`config.mk`:
```
export PLATFORM = sky130hd
export DESIGN_NAME = register_bank
export DESIGN_NICKNAME = d
export VERILOG_FILES = /design/src/rtl/register_bank.sv
export SDC_FILE = /design/constraint.sdc
export NUM_CORES = 1
export LEC_CHECK = 0
export ABC_CLOCK_PERIOD_IN_PS = 5300
export CORE_MARGIN = 2
export CORE_UTILIZATION = 50
export CTS_CLUSTER_DIAMETER = 50
export CTS_CLUSTER_SIZE = 40
export DETAILED_ROUTE_END_ITERATION = 8
export PLACE_DENSITY = 0.75
export SYNTH_ARGS = -nofsm -noshare
export SYNTH_HDL_FRONTEND = slang
export SYNTH_SLANG_ARGS = --single-unit
```
`constraint.sdc`:
```
create_clock -name clock -period 5.3 [get_ports clock]
set_input_delay 1.325 -clock clock [delete_from_list [all_inputs] [get_ports clock]]
set_output_delay 1.325 -clock clock [all_outputs]
set_load 0.05 [all_outputs]
```
`src/rtl/register_bank.sv`:
```
// register_bank: DEPTH x WIDTH register file for the 8-bit CPU datapath.
// It has one write port that can LOAD, INC, DEC or SHL the addressed register
// in place, and two independent combinational read ports. The carry and zero
// flags of the last accepted write are held in registers.
module register_bank #(
  parameter int WIDTH      = 8,
  parameter int DEPTH      = 4,
  parameter int ADDR_WIDTH = $clog2(DEPTH),
  parameter int BYPASS     = 1,
  parameter int ZERO_REG   = 0
) (
  input  logic                  clock,
  input  logic                  clear,
  input  logic                  write_enable,
  input  logic [ADDR_WIDTH-1:0] write_address,
  input  logic [1:0]            write_op,
  input  logic [WIDTH-1:0]      write_data,
  input  logic [ADDR_WIDTH-1:0] read_address_a,
  output logic [WIDTH-1:0]      read_data_a,
  input  logic [ADDR_WIDTH-1:0] read_address_b,
  output logic [WIDTH-1:0]      read_data_b,
  output logic                  carry_out,
  output logic                  zero_out
);

  localparam logic [1:0] OP_LOAD = 2'b00;
  localparam logic [1:0] OP_INC  = 2'b01;
  localparam logic [1:0] OP_DEC  = 2'b10;
  localparam logic [1:0] OP_SHL  = 2'b11;

  localparam logic [WIDTH-1:0] ONE = WIDTH'(1);

  // One extra bit, so that DEPTH == 2**ADDR_WIDTH still compares correctly
  localparam logic [ADDR_WIDTH:0] DEPTH_LIMIT = (ADDR_WIDTH + 1)'(DEPTH);

  logic [WIDTH-1:0] regs [DEPTH];

  logic             write_accept;
  logic [WIDTH-1:0] old_value;
  logic [WIDTH-1:0] write_value;
  logic             write_carry;

  // An address names a real register only if it is below DEPTH (DEPTH need not be 2**N)
  function automatic logic addr_in_range(input logic [ADDR_WIDTH-1:0] addr);
    return ({1'b0, addr} < DEPTH_LIMIT);
  endfunction

  // Readable and writable: in range, and not the hard-wired zero register
  function automatic logic addr_live(input logic [ADDR_WIDTH-1:0] addr);
    return addr_in_range(addr) && !((ZERO_REG != 0) && (addr == '0));
  endfunction

  // Result of an in-place op: {carry, new value}. The carry means wrap for INC,
  // borrow for DEC and the shifted-out MSB for SHL. LOAD clears the carry.
  function automatic logic [WIDTH:0] op_result(input logic [WIDTH-1:0] q,
                                               input logic [1:0]       op,
                                               input logic [WIDTH-1:0] data);
    logic [WIDTH:0] res;
    case (op)
      OP_LOAD: res = {1'b0, data};
      OP_INC:  res = {(&q), q + ONE};
      OP_DEC:  res = {~(|q), q - ONE};
      OP_SHL:  res = {q[WIDTH-1], q[WIDTH-2:0], data[0]};
      default: res = {1'b0, data};
    endcase
    return res;
  endfunction

  // Decide whether this edge performs a write, and compute its next-state value
  always_comb begin
    write_accept = write_enable && !clear && addr_live(write_address);
    old_value    = '0;
    if (addr_in_range(write_address)) begin
      old_value = regs[write_address];
    end
    {write_carry, write_value} = op_result(old_value, write_op, write_data);
  end

  // Storage and flags: clear zeroes everything, and an accepted write updates
  // only the addressed register
  always_ff @(posedge clock) begin
    if (clear) begin
      for (int i = 0; i < DEPTH; i++) begin
        regs[i] <= '0;
      end
      carry_out <= 1'b0;
      zero_out  <= 1'b0;
    end else if (write_accept) begin
      regs[write_address] <= write_value;
      carry_out           <= write_carry;
      zero_out            <= (write_value == '0);
    end
  end

  // Read port A: dead addresses read 0; optionally forward the value being written
  always_comb begin
    read_data_a = '0;
    if (addr_live(read_address_a)) begin
      if ((BYPASS != 0) && write_accept && (read_address_a == write_address)) begin
        read_data_a = write_value;
      end else begin
        read_data_a = regs[read_address_a];
      end
    end
  end

  // Read port B: identical selection rules to port A
  always_comb begin
    read_data_b = '0;
    if (addr_live(read_address_b)) begin
      if ((BYPASS != 0) && write_accept && (read_address_b == write_address)) begin
        read_data_b = write_value;
      end else begin
        read_data_b = regs[read_address_b];
      end
    end
  end

endmodule

```
* After elaboration in Yosys (flattened, before gate mapping)
Memory sizes are Yosys's and may differ from the RTL's.
Index checks and enable logic that the tools add are counted.
** Cells by class
- Muxes and demuxes :: 11
- Order comparisons :: 0
- Bitwise operators :: 1
- Div/mod/pow operators :: 0
- Reductions and logical operators :: 9
- Add/sub/neg operators :: 2
- Shift-type cells :: 0
- Multiply operators :: 0
- Eq/ne operators :: 5
** Operators with widths (count)
- $pmux 9 s4 :: 1
- $mux 8 :: 3
- $reduce_or 8->1 :: 2
- $add 8x1->8 const B :: 1
- $logic_not 8->1 :: 1
- $reduce_and 8->1 :: 1
- $sub 8x1->8 const B :: 1
- $mux 1 :: 6
- $eq 2x2->1 :: 2
- $eq 2x2->1 const B :: 2
- $logic_and 1x1->1 :: 3
- $eq 2x1->1 const B :: 1
- $logic_not 2->1 :: 1
- $mux 2 :: 1
- $logic_not 1->1 :: 1
- $not 1->1 :: 1
** Storage, ports and cells
- Memory bits (writable) :: 32
- Bits in registers :: 2
- Bits in read-only memories :: 0
- Latch bits :: 0
- Memories kept :: 1
** Memories
- regs :: words 4, width 8, read ports 3, clocked after Yosys merged registers in 0, write ports 4, RTL line 36 : logic [WIDTH-1:0] regs [DEPTH];

* Depth between registers and ports, before layout
- Depth in word-level cells :: 7
- Mapped depth :: 11
- Mapped depth without buffers :: 10

* Worst setup path after synthesis
Ideal clock, no wire load.
- Path kind :: input to output
- From :: input write_address[0]
- To :: output read_data_a[6]
- Data arrival time :: 4791 ps
- Path slack :: -816 ps
- Stages :: 11
- Required time :: 3975 ps
- Path buffers :: 2
- Cells stage by stage :: buf_2 > buf_2 > mux4_2 > ha_1 > nand2_1 > o21ai_0 > o21a_1 > a311oi_1 > o41ai_1 > o221ai_1 > o21ai_0
** On the way
- Cells in the longest elaborated chain, start to end :: 4
- Elaborated cells between the ends (all ways) :: 7
** Ends and longest elaborated chain
- start: declaration :: RTL line 15 : input logic [ADDR_WIDTH-1:0] write_address,
- $mem_v2 4x8
- $sub 8x1->8 / $add 8x1->8 (equally long branches) :: RTL line 62, 61
- $pmux 9 s4 :: RTL line 59 : case (op)
- $mux 8 (*) :: RTL line 99 : if ((BYPASS != 0) && write_accept && (read_address_a == write_address)) begin
- end: declaration :: RTL line 19 : output logic [WIDTH-1:0] read_data_a,
Every way passes the cells marked *; elsewhere a longest branch is shown, timed or not.

* Worst setup path after layout
- From :: input write_address[0]
- To :: output read_data_b[5]
** On the way
- Cells in the longest elaborated chain, start to end :: 4
- Elaborated cells between the ends (all ways) :: 7
** Ends and longest elaborated chain
- $mem_v2 4x8
- $sub 8x1->8 / $add 8x1->8 (equally long branches) :: RTL line 62, 61
- $pmux 9 s4 :: RTL line 59
- $mux 8 (*) :: RTL line 111 : if ((BYPASS != 0) && write_accept && (read_address_b == write_address)) begin
- end: declaration :: RTL line 21 : output logic [WIDTH-1:0] read_data_b,
Marks and branches as above.

==> results.yml <==
timing:
  finalSetupTns_ns: -0.0845
  hold_viol: 0
  holdWs_ns: 0.496
  final.setup_skew_ns: 0.00516
  setup_viol: 4
  maxSlewViolCount: 0
  min_period_ns: 5.34
  clock.fmax_mhz: 187
  worst_slack_ns: -0.0424
  worst_pin_slew_ns: 0.513
  finalCritPeriodShare_pct: 101
  slew_headroom_pct: 65.8
synth:
  synth_nets: 280
  netlist_instances: 254
  synth_fa_ha_area_share_pct: 3.58
  ys_top_cells_by_area: "edfxtp_1 36%, mux4_2 20%, nor2_1 6.6%, nand2_1 4.0%, o21ai_0 3.6%"
  ys_warn_count: 0
  synth_top_family_by_area: "multiplexers"
  synth_xor_area_share_pct: 1.98
  synth_simple_gate_area_share_pct: 17.9
  synth_cell_types: 55
  async_reset_ff_share_pct: 0
  yosysTopAreaCell: "edfxtp_1"
  synth_seq_area_share_pct: 37.7
  synth_top_area_share_pct: 36.2
  synth_flop_cell: "edfxtp_1"
  synth_edf_count: 32
  synthMuxAreaShare_pct: 22.2
  synth-seq-cells: 34
  synth_area_um2: 2660
  synth_compound_area_share_pct: 13.4
  avgSynthCellArea_um2: 10.5
cts:
  cts.root.buffer_cell: "clkbuf_8"
  h-tree-depth: 2
  path_clk_slew_ns: 0.07
  clk_path_buf_depth: 2
  ctsHoldBuffers: 0
  cts_tree: "done"
  cts_made_buffers: 5
  clk_latency_ns: 0.29
  cts.sinks: 34
setup_path:
  cp.arrival_ns: 4.02
  critical_path_class: "primary input to output port"
  cp.required_ns: 3.97
  cp-end-kind: "output port"
  start_kind: "primary input"
  cp_max_fo: 4
final_layout:
  synthToLayoutAreaGrowth_pct: 48.1
  stdcell_area_um2: 3930
  nNetsFinal: 358
  final_common_cell: "buf_4"
  layout_common_cells: "50 x buf_4, 46 x nor2_1, 32 x edfxtp_1"
  fillers: 321
  drive_above_1_share_pct: 42.0
  insertedDiodeCount: 0
die:
  die-area_um2: 5910
  dieHeight_um: 76.9
  die_w_um: 76.9
  coreArea_um2: 5110
  num_io_pins: 37
  start_util_pct: 52.0
  std_cell_rows: 26
routing:
  drt-vias-per-instance: 6.29
  drt-pass1-iter-count: 4
  wl_per_cell_um: 21.8
  vias: 2534
  drtAntennaViolNets: 0
  drc_errors: 0
  drtIter0Drc: 230
  drt_wl_total_um: 8800
power:
  vdd_drop_max_mv: 0.184
  p_total_mw: 0.974
  p_leak_nw: 1.52
  p_per_area_nw_per_um2: 248
placed_design:
  port_buffers: 36
  postPlaceCellArea_um2: 3560
  hpwl_um: 5890
  post-place-ws_ns: -0.559
  gp_congestion: 0.996
global_routing:
  antenna_found_initial: 0
  met1_usage_pct: 38.1
  grt-ovfl-total: 0
  grt_use_met2_pct: 45.3
  grt_pass1_vias: 2403
  gr-usage-met3_pct: 3.65
  grtUsageTotal_pct: 28.0
  grt_pass1_wl_um: 12600
  grt_max_degree: 16
  grt.busiest_layer: "met2"
min_path:
  hp-class: "register to register"
status:
  failed_checks: "setup timing"
  outcome: "finished, violations left"
run:
  cap_violations: 0
synthesized netlist by cell type, types with 3 or more instances:
| cell | n |
|---|---|
| nand2b_1 | 6 |
| mux4_2 | 23 |
| a21oi_1 | 5 |
| nand3_1 | 4 |
| clkbuf_1 | 12 |
| nand2_1 | 28 |
| nor2_1 | 47 |
| edfxtp_1 | 32 |
| o21ai_0 | 19 |
| a21o_1 | 3 |
| nor3_1 | 5 |
| inv_1 | 3 |
| xor2_1 | 5 |
| o21ai_1 | 4 |
| ha_1 | 6 |
| or3_1 | 4 |
sequential cells by signal, indices dropped and copies added, names as in the netlist:
name	cells
zero_out	1
regs	32
carry_out	1
per-layer routing:
layer / up-vias / part of all wire [%]
met2: 156 / 50
met3: 31 / 8.2
li1: 1131 / -
met4: 0 / 4.1
met5: - / 0
met1: 1216 / 38
power by group:
part	switching (mW)	leakage [nW]	internal (mW)
clock network	0.0949	0.0426	0.0902
registers	0.0140	0.349	0.312
logic	0.242	1.13	0.221
total	0.351	1.52	0.623
per-stage QoR:
stage | instances | utilization (%)
2_1_floorplan | 254 | -
5_1_grt | 403 | 77.0
4_1_cts | 396 | 73.9
3_3_place_gp | 387 | 69.8
6_report | 403 | 77.0
3_5_place_dp | 387 | 69.8
worst max-delay path, stage by stage:
cell	delay, ns
buf_6	0.12
mux4_2	0.59
ha_4	0.33
nand3b_1	0.15
o22ai_4	0.22
nor4b_4	0.09
buf_4	0.14
a211oi_1	0.23
a21oi_1	0.09
buf_4	0.15
a211oi_4	0.31
o21ai_2	0.11
buf_6	0.16
cell type report:
class                      count  area, um2  share of cell area, %
tap                           70       87.6                   2.23
inverter                       3       13.8                  0.350
multi-input combinational    200       1840                   46.7
clock inverter                 2       8.76                  0.223
clock buffer                   6       72.6                   1.84
sequential                    34       1000                   25.4
timing repair buffer          88        915                   23.3
path summary, 6_finish.rpt:
kind / slack, ns / end / cells past startpoint / startpoint
setup / recovery: -0.04 / read_data_b[5] / 13 / write_address[0]
hold / removal: 0.50 / carry_out$_SDFFE_PP0P_ / 2 / carry_out$_SDFFE_PP0P_
setup reg to reg: 1.93 / regs[2][5]$_SDFFCE_PN0P_ / 13 / regs[1][2]$_SDFFCE_PN0P_
hold reg to reg: 0.50 / carry_out$_SDFFE_PP0P_ / 2 / carry_out$_SDFFE_PP0P_
logic make-up (layout without fill, tap and decap cells):
group                      Yosys count  in the layout
xor gates and xnor gates             6              6
muxes                               29             29
DFF                                 34             34
and+or+nand+nor                    105            105
adders and majority gates            7              7
AOI/OAI and AO/OA                   53             53
buffers and inverters               20             99
repair_timing:
action	in CTS	in global routing
cloned	0	1
pin swaps	4	16
endpoints found under the setup margin	10	10
hold endpoints to repair	0	0
setup buffers	1	6
resized for setup	28	22
Power figures use the tool's default switching activity.
